<file path="src/rtl/strip_alloc_scheduler.sv">
`timescale 1ns/1ps
// Purpose : first-fit placement of programs into 13 fixed-height strips (IDs 1..13).
// Latency : response valid k edges after accept, k = candidate strips examined (1..3).
// Backpres: response held in RESP until resp_ready_i; req_ready_o low outside IDLE or while flushing.
//
// Ports:
//   clk_i, rst_n_i                 clock, async active-low reset
//   req_valid_i/req_ready_o        request handshake, req_height_i / req_width_i payload
//   flush_i                        clears all strip fills (honoured only in IDLE)
//   resp_valid_o/resp_ready_i      response handshake
//   resp_ok_o, resp_strip_id_o,    placement result (id/x are 0 on reject)
//   resp_x_o
//   busy_o                         high whenever a request is in flight
// Optional: define STRIP_ALLOC_STATS_EN to add place_count_o / reject_count_o.
module strip_alloc_scheduler #(
   parameter int STRIP_WIDTH = 128,
   parameter int PW_BITS     = 5,
   parameter int XW          = 8
) (
   input  logic               clk_i,
   input  logic               rst_n_i,
   input  logic               req_valid_i,
   output logic               req_ready_o,
   input  logic [4:0]         req_height_i,
   input  logic [PW_BITS-1:0] req_width_i,
   input  logic               flush_i,
   output logic               resp_valid_o,
   input  logic               resp_ready_i,
   output logic               resp_ok_o,
   output logic [3:0]         resp_strip_id_o,
   output logic [XW-1:0]      resp_x_o,
   output logic               busy_o
`ifdef STRIP_ALLOC_STATS_EN
   ,
   output logic [15:0]        place_count_o,
   output logic [15:0]        reject_count_o
`endif
);

   typedef enum logic [1:0] {IDLE, SCAN, RESP} state_t;

   localparam logic [XW:0] SW = (XW+1)'(STRIP_WIDTH);

   state_t               state_q, state_d;
   logic [4:0]           hgt_q;
   logic [PW_BITS-1:0]   wid_q;
   logic [1:0]           idx_q;
   logic [XW-1:0]        fill_q [1:13];
   logic                 ok_q;
   logic [3:0]           id_q;
   logic [XW-1:0]        x_q;

   logic [1:0]           n_cand;
   logic [3:0]           cand_id;
   logic [XW-1:0]        fill_sel;
   logic [XW:0]          sum;
   logic                 fits;
   logic                 advance;
   logic                 accept;
   logic                 resp_hs;

   assign req_ready_o     = (state_q == IDLE) && !flush_i;
   assign accept          = req_valid_i && req_ready_o;
   assign resp_valid_o    = (state_q == RESP);
   assign resp_hs         = resp_valid_o && resp_ready_i;
   assign busy_o          = (state_q != IDLE);
   assign resp_ok_o       = ok_q;
   assign resp_strip_id_o = id_q;
   assign resp_x_o        = x_q;

   // Height -> candidate list; idx_q walks the list for the ambiguous heights.
   always_comb begin
      n_cand  = 2'd0;
      cand_id = 4'd0;
      case (hgt_q)
         5'd4:  begin n_cand = 2'd1; cand_id = 4'd10; end
         5'd5:  begin n_cand = 2'd1; cand_id = 4'd8;  end
         5'd6:  begin n_cand = 2'd1; cand_id = 4'd6;  end
         5'd7:  begin n_cand = 2'd1; cand_id = 4'd4;  end
         5'd9:  begin n_cand = 2'd1; cand_id = 4'd3;  end
         5'd10: begin n_cand = 2'd1; cand_id = 4'd5;  end
         5'd11: begin n_cand = 2'd1; cand_id = 4'd7;  end
         5'd12: begin n_cand = 2'd1; cand_id = 4'd9;  end
         5'd8:  begin n_cand = 2'd2; cand_id = (idx_q == 2'd0) ? 4'd1 : 4'd2; end
         5'd13, 5'd14, 5'd15, 5'd16:
                begin n_cand = 2'd3; cand_id = 4'd11 + {2'b00, idx_q}; end
         default: ;
      endcase
   end

   // Mux-style read so an empty candidate list never indexes outside 1..13.
   always_comb begin
      fill_sel = '0;
      for (int i = 1; i <= 13; i++) begin
         if (cand_id == 4'(i)) fill_sel = fill_q[i];
      end
   end

   // One extra bit so the sum cannot wrap before the capacity compare.
   assign sum     = {1'b0, fill_sel} + (XW+1)'(wid_q);
   assign fits    = (wid_q != '0) && (n_cand != 2'd0) && (sum <= SW);
   assign advance = (wid_q != '0) && !fits && ((idx_q + 2'd1) < n_cand);

   always_comb begin
      state_d = state_q;
      case (state_q)
         IDLE:    if (accept) state_d = SCAN;
         SCAN:    if (!advance) state_d = RESP;
         RESP:    if (resp_ready_i) state_d = IDLE;
         default: state_d = IDLE;
      endcase
   end

   always_ff @(posedge clk_i or negedge rst_n_i) begin
      if (!rst_n_i) state_q <= IDLE;
      else          state_q <= state_d;
   end

   always_ff @(posedge clk_i or negedge rst_n_i) begin
      if (!rst_n_i) begin
         hgt_q <= '0;
         wid_q <= '0;
         idx_q <= '0;
         ok_q  <= 1'b0;
         id_q  <= '0;
         x_q   <= '0;
      end else begin
         if (accept) begin
            hgt_q <= req_height_i;
            wid_q <= req_width_i;
            idx_q <= '0;
         end
         if (state_q == SCAN) begin
            if (fits) begin
               ok_q <= 1'b1;
               id_q <= cand_id;
               x_q  <= fill_sel;
            end else if (advance) begin
               idx_q <= idx_q + 2'd1;
            end else begin
               ok_q <= 1'b0;
               id_q <= '0;
               x_q  <= '0;
            end
         end
      end
   end

   // Fill is committed during SCAN so the very next request sees it.
   always_ff @(posedge clk_i or negedge rst_n_i) begin
      if (!rst_n_i) begin
         for (int i = 1; i <= 13; i++) fill_q[i] <= '0;
      end else if ((state_q == IDLE) && flush_i) begin
         for (int i = 1; i <= 13; i++) fill_q[i] <= '0;
      end else if ((state_q == SCAN) && fits) begin
         for (int i = 1; i <= 13; i++) begin
            if (cand_id == 4'(i)) fill_q[i] <= sum[XW-1:0];
         end
      end
   end

`ifdef STRIP_ALLOC_STATS_EN
   always_ff @(posedge clk_i or negedge rst_n_i) begin
      if (!rst_n_i) begin
         place_count_o  <= '0;
         reject_count_o <= '0;
      end else if ((state_q == IDLE) && flush_i) begin
         place_count_o  <= '0;
         reject_count_o <= '0;
      end else if (resp_hs) begin
         if (ok_q && (place_count_o != 16'hFFFF))
            place_count_o <= place_count_o + 16'd1;
         if (!ok_q && (reject_count_o != 16'hFFFF))
            reject_count_o <= reject_count_o + 16'd1;
      end
   end
`else
   logic unused_hs;
   assign unused_hs = resp_hs;
`endif

endmodule

</file>
<file path="config.mk">
export PLATFORM = sky130hd
export DESIGN_NAME = strip_alloc_scheduler
export DESIGN_NICKNAME = d
export VERILOG_FILES = /design/src/rtl/strip_alloc_scheduler.sv
export SDC_FILE = /design/constraint.sdc
export NUM_CORES = 1
export LEC_CHECK = 0
export CORE_ASPECT_RATIO = 0.8
export CORE_UTILIZATION = 39
export CTS_CLUSTER_SIZE = 10
export DETAILED_ROUTE_END_ITERATION = 10
export PLACE_DENSITY = 0.58
export SLEW_MARGIN = 0
export SYNTH_ARGS = -nofsm -noshare
export SYNTH_HDL_FRONTEND = slang
export SYNTH_SLANG_ARGS = --single-unit
</file>
<file path="constraint.sdc">
create_clock -name clk_i -period 7.8 [get_ports clk_i]
set_input_delay 0.78 -clock clk_i [delete_from_list [all_inputs] [get_ports clk_i]]
set_output_delay 0.78 -clock clk_i [all_outputs]
set_load 0.02 [all_outputs]
</file>
==> flow_metrics.py <==
metrics = {
    "cts": {
        "cts_root_buf": "clkbuf_16",
        "cts_num_sinks": 131,
        "cts_made_buffers": 17,
        "hold_buffers": 0,
        "cts_htree_levels": 4,
        "clk_latency_ps": 420,
        "cts_tree": "built",
        "postCtsSetupRepairBufs": 0,
        "clk_path_buf_depth": 2,
        "clkTransAtPathRegs_ps": 60,
        "cts-resized-gates": 0,
    },
    "synthesis": {
        "avgSynthCellArea_um2": 9.74,
        "ys_ff_latch": 131,
        "syn-cell-area_mm2": 0.00714,
        "ys_warn_count": 0,
        "syn-num-nets": 757,
        "yosysUniqueCellTypes": 71,
        "async_flop_share_pct": 100,
        "ys_seq_area_share_pct": 45.9,
        "yosys_most_used_dff": "dfrtp_1",
        "synth-edff-count": 0,
        "syn_inst": 733,
    },
    "hold_path": {
        "hp-class": "input port to async pin",
    },
    "timing": {
        "report.final.hold_viol_count": 0,
        "fin_worst_skew_ps": 9.94,
        "setup_viol_count_final": 0,
        "tightest_slew_ps": 1190,
        "min_period_ps": 7370,
        "rsz0062_at_grt": "false",
        "whs_ps": 344,
        "fin_crit_sh_pct": 94.4,
        "max_freq_mhz": 136,
        "tns_ps": 0,
        "slew_violations": 0,
        "slew-limit-headroom_pct": 20.7,
    },
    "drt": {
        "first_pass_iters": 6,
        "ant_nets": 0,
        "drtIter0Drc": 540,
        "wl_per_cell_um": 21.7,
        "wl_um": 21400,
        "viasPerCell": 5.92,
        "drc": 0,
        "via_count": 5821,
    },
    "grt": {
        "grt_usage_pct": 24.2,
        "grt_pass1_wl_um": 34200,
        "grt-ovfl-total": 0,
        "grt_antenna_before_repair": 1,
        "grt_max_degree": 113,
        "grt_pass1_vias": 5705,
    },
    "worst_setup_path": {
        "crit_required_ps": 8120,
        "r2r_start": "hgt_q[2]",
        "cp_max_fo": 24,
        "end_kind": "flop",
        "r2r_setup_slack_ps": 430,
        "startpoint_type": "flop",
        "critPathKind": "flop to flop",
        "r2r_cells": 19,
        "timing.rr.end": "fill_q[28]",
        "arrival_ps": 7690,
    },
    "floorplan": {
        "die_w_um": 153,
        "initial_core_util_pct": 40.6,
        "rows": 43,
        "die_y_um": 123,
        "die_area_mm2": 0.0188,
        "num_io_pins": 31,
        "core_area_mm2": 0.0176,
    },
    "final_layout": {
        "drive_gt1_share_pct": 10.0,
        "areaGrowthSynthToFinish_pct": 15.2,
        "fillers": 1615,
        "fin_nets": 769,
        "antenna_cells": 0,
    },
    "run": {
        "max-cap-violations": 0,
    },
    "power_and_ir_drop": {
        "ir_worst_vdd_mv": 0.233,
        "p_per_area_mw_per_mm2": 420,
        "p_leak_nw": 3.77,
        "power_w": 0.00345,
    },
    "placed_design": {
        "dpl.hpwl_um": 14900,
        "portBuffers": 30,
        "routabilityCongestion": 0.936,
    },
    "status": {
        "status": "finished clean",
    },
}
through the flow:
step	setup WS (ps)	instances	area, µm²	util, %
after floorplan	2050	733	7140	-
after global placement	665	951	7620	43.3
after detailed placement	585	951	7620	43.3
after CTS	528	983	8220	46.7
after global routing	123	983	8220	46.7
final	434	983	8220	46.7
per-layer routing:
metal | vias to the layer above | track usage [%] | part of all wire, %
li1 | 2627 | - | -
met1 | 2894 | 35.2 | 48
met2 | 261 | 35.3 | 43
met3 | 37 | 5.36 | 7.4
met4 | 2 | 8.40 | 2.0
met5 | - | 0 | 0.084
Yosys cell counts (3+ instances only):
cell type | instances | area share, %
a32oi_1 | 6 | 0.74
a22o_1 | 11 | 1.3
o22ai_1 | 8 | 0.70
nand2b_1 | 7 | 0.61
o221ai_1 | 3 | 0.37
nand2_1 | 177 | 9.3
o211ai_1 | 3 | 0.32
o21ai_0 | 30 | 2.1
mux2_2 | 8 | 1.3
o21bai_1 | 3 | 0.32
nor2_2 | 3 | 0.26
nand4_1 | 6 | 0.53
inv_1 | 10 | 0.53
nor3_1 | 8 | 0.56
a21oi_1 | 22 | 1.5
and2_1 | 4 | 0.35
mux2i_1 | 115 | 16
a211oi_1 | 3 | 0.32
buf_6 | 3 | 0.47
buf_1 | 3 | 0.16
nor2b_1 | 8 | 0.70
nor2_1 | 26 | 1.4
or3_1 | 3 | 0.26
clkbuf_1 | 39 | 2.1
nor4bb_1 | 3 | 0.42
buf_2 | 7 | 0.49
a31oi_1 | 9 | 0.79
nand3_1 | 8 | 0.56
ha_1 | 8 | 1.4
dfrtp_1 | 131 | 46
a222oi_1 | 3 | 0.42
report_power, final:
group	switching (W)	total, W	internal [W]
sequential	0.0000986	0.000847	0.000748
combinational	0.00125	0.00178	0.000528
clock	0.000297	0.000825	0.000528
total	0.00165	0.00345	0.00180
registers in the layout, summed over array words and instances (netlist names):
signal	flops
fill_q	104
hgt_q	5
resp_ok_o	1
idx_q	2
resp_strip_id_o	4
state_q	2
resp_x_o	8
wid_q	5
worst max-delay path by stage:
stage                     cells after the start  slack (ps)     start         end
after global routing                         18         120  hgt_q[2]  fill_q[31]
after global placement                       19         670  hgt_q[2]  fill_q[27]
after floorplan                              22        2050  hgt_q[1]  fill_q[78]
after CTS                                    19         530  hgt_q[2]  fill_q[28]
final                                        19         430  hgt_q[2]  fill_q[28]
after detailed placement                     19         580  hgt_q[2]  fill_q[28]
cell usage in the layout (no fill, tap or decap), drive strengths merged, types with 16 or more instances in the layout:
cell type / count
nand2: 179
dfrtp: 131
mux2i: 115
o21ai: 30
clkdlybuf4s50: 29
nor2: 29
clkbuf: 24
a21oi: 22
buf: 16
critical path: stages (launching register included):
cell and delay, ps:
dfrtp_1 610, or3_1 510, or3_1 420, nand2_1 100, buf_4 320, and4_1 450
a222oi_1 160, o21ai_0 140, a21oi_1 110, o22ai_1 350, ha_1 250, inv_1 60
fa_1 730, or3b_2 510, o41ai_1 360, nor3_1 80, mux2_2 330, a2111oi_4 860
and3_1 640, mux2i_1 270
kinds of logic after synthesis:
family	count (synthesis)	synth area share (%)
multiplexers	123	17.4
AO/OA/AOI/OAI	130	13.3
AND/OR/NAND/NOR	274	17.5
flip-flops	131	45.9
adder cells (fa/ha/maj)	9	1.68
XOR/XNOR	4	0.491
buffers and inverters	62	3.70
area by class of cell:
cell class | count | area, µm² | area share [%]
clock buffers | 24 | 482 | 5.86
inverters | 10 | 37.5 | 0.456
flip-flops and latches | 131 | 3280 | 39.9
multi-input cells | 540 | 3610 | 43.9
clock inverters | 8 | 125 | 1.52
repair buffers | 45 | 410 | 4.99
well taps | 225 | 282 | 3.42
(Power assumes the default switching activity.)
==> RTL change, RTL diff (same settings) <==
`PW_BITS`: 5 -> 10.
--- a/src/rtl/strip_alloc_scheduler.sv
+++ b/src/rtl/strip_alloc_scheduler.sv
@@ -16,3 +16,3 @@
    parameter int STRIP_WIDTH = 128,
-   parameter int PW_BITS     = 5,
+   parameter int PW_BITS     = 10,
    parameter int XW          = 8
Ports: changed (resized req_width_i); port bits go from 31 to 36. No check against the original RTL was run, so the function may have changed too.
==> RTL change against the unedited design <==
Non-clock buffer count grew 1. Design area increased by 8.2%. Wire length rose by 3.5%. Critical path depth increased by 1. Worst setup slack gained 0.75 ns. Synthesized area is 9.4% higher. Global-route usage down 1.7 points. Synthesized cell count is 10% higher. Cell count up 11%. Count of clock-buffer cells in the layout fell by 3. Total power grew 0.93%. Sequential cell count grew 5. Critical endpoint is now fill_q[18]$_DFFE_PN0P_. Largest cell class unchanged. Highest routed layer is now met4.
==> RTL change: results (changes against the unedited design) <==
post-synthesis sequential area ratio 43.6% (-2.3 points); Slew @ Worst Pin 1.01 ns (-0.180 ns); total length of routed wires 22.1 mm (+3.5%); outcome completed; crit-path max cell delay 0.64 ns (-0.22 ns); initial antenna violation count 0 (-1); CP endpoint fill_q[18]$_DFFE_PN0P_; Final GP Congestion 0.901 (-3.8%); multi-input gates 606 (+12%); gr usage total 22.5% (-1.7 points); clock power share 21.6% (-2.3 points); non-clk buf share 5.02% (+0.030 points); met2 wire length 9.57 mm (+4.1%); Synth area leaders dfrtp_1, mux2i_1, nand2_1; met1 usage 32.6% (-2.6 points); CP startpoint idx_q[0]$_DFF_PN0_; Setup Skew 0.00651 ns (-0.00343 ns); clk cell area share 6.05% (-1.3 points); first-pass GRT wire length 35.2 mm (+2.8%); Non-clock inverters 13 (+3); fraction of layout cells with a size suffix above 1 9.39% (-0.64 points); Sw Share 48.9% (+1.1 points); Pre-Repair DR Iteration Count 5 (-1); largest net degree at the start of global routing 70 (-38%); DP HPWL 15.0 mm (+0.84%); CLK BUF 21 (-13%); uppermost layer routed met4; Comb. pwr 1850 uW (+4%); met2 Usage GRT 34.1% (-1.2 points); worst reg-to-reg setup slack 1.19 ns (+0.75 ns)
## RTL change: changes by cell type after synthesis, sizes merged, moves of 6 or more
cell    delta
mux2i      +8
nand2     +11
nor2b      -6
a22o      -10
a21boi     +7
clkbuf     -7
and3      +11
nor3b      +8
nand3     +12
a32oi      -6
buf        +6
## RTL change: through the flow
step | worst slack (ns) | cell area (sq um) | total power [uW] | std cells
CTS | 1.28 | 8900 | 3480 | 1089
finish | 1.19 | 8900 | 3480 | 1089
detailed placement | 1.32 | 8360 | 2720 | 1059
global route | 0.733 | 8900 | 3670 | 1089
floorplan | 2.97 | 7800 | 2120 | 806
global placement | 1.39 | 8360 | 2720 | 1059
## RTL change: cells by family (layout without fill, tap and decap cells)
family	after synthesis	after routing	share of synthesized area (%)
and+or+nand+nor	322	322	20.9
DFF	136	136	43.6
AOI/OAI and AO/OA	135	135	12.2
muxes	132	132	17.1
buffers and inverters	64	89	3.61
adders and majority gates	13	13	2.18
xor gates and xnor gates	4	4	0.449
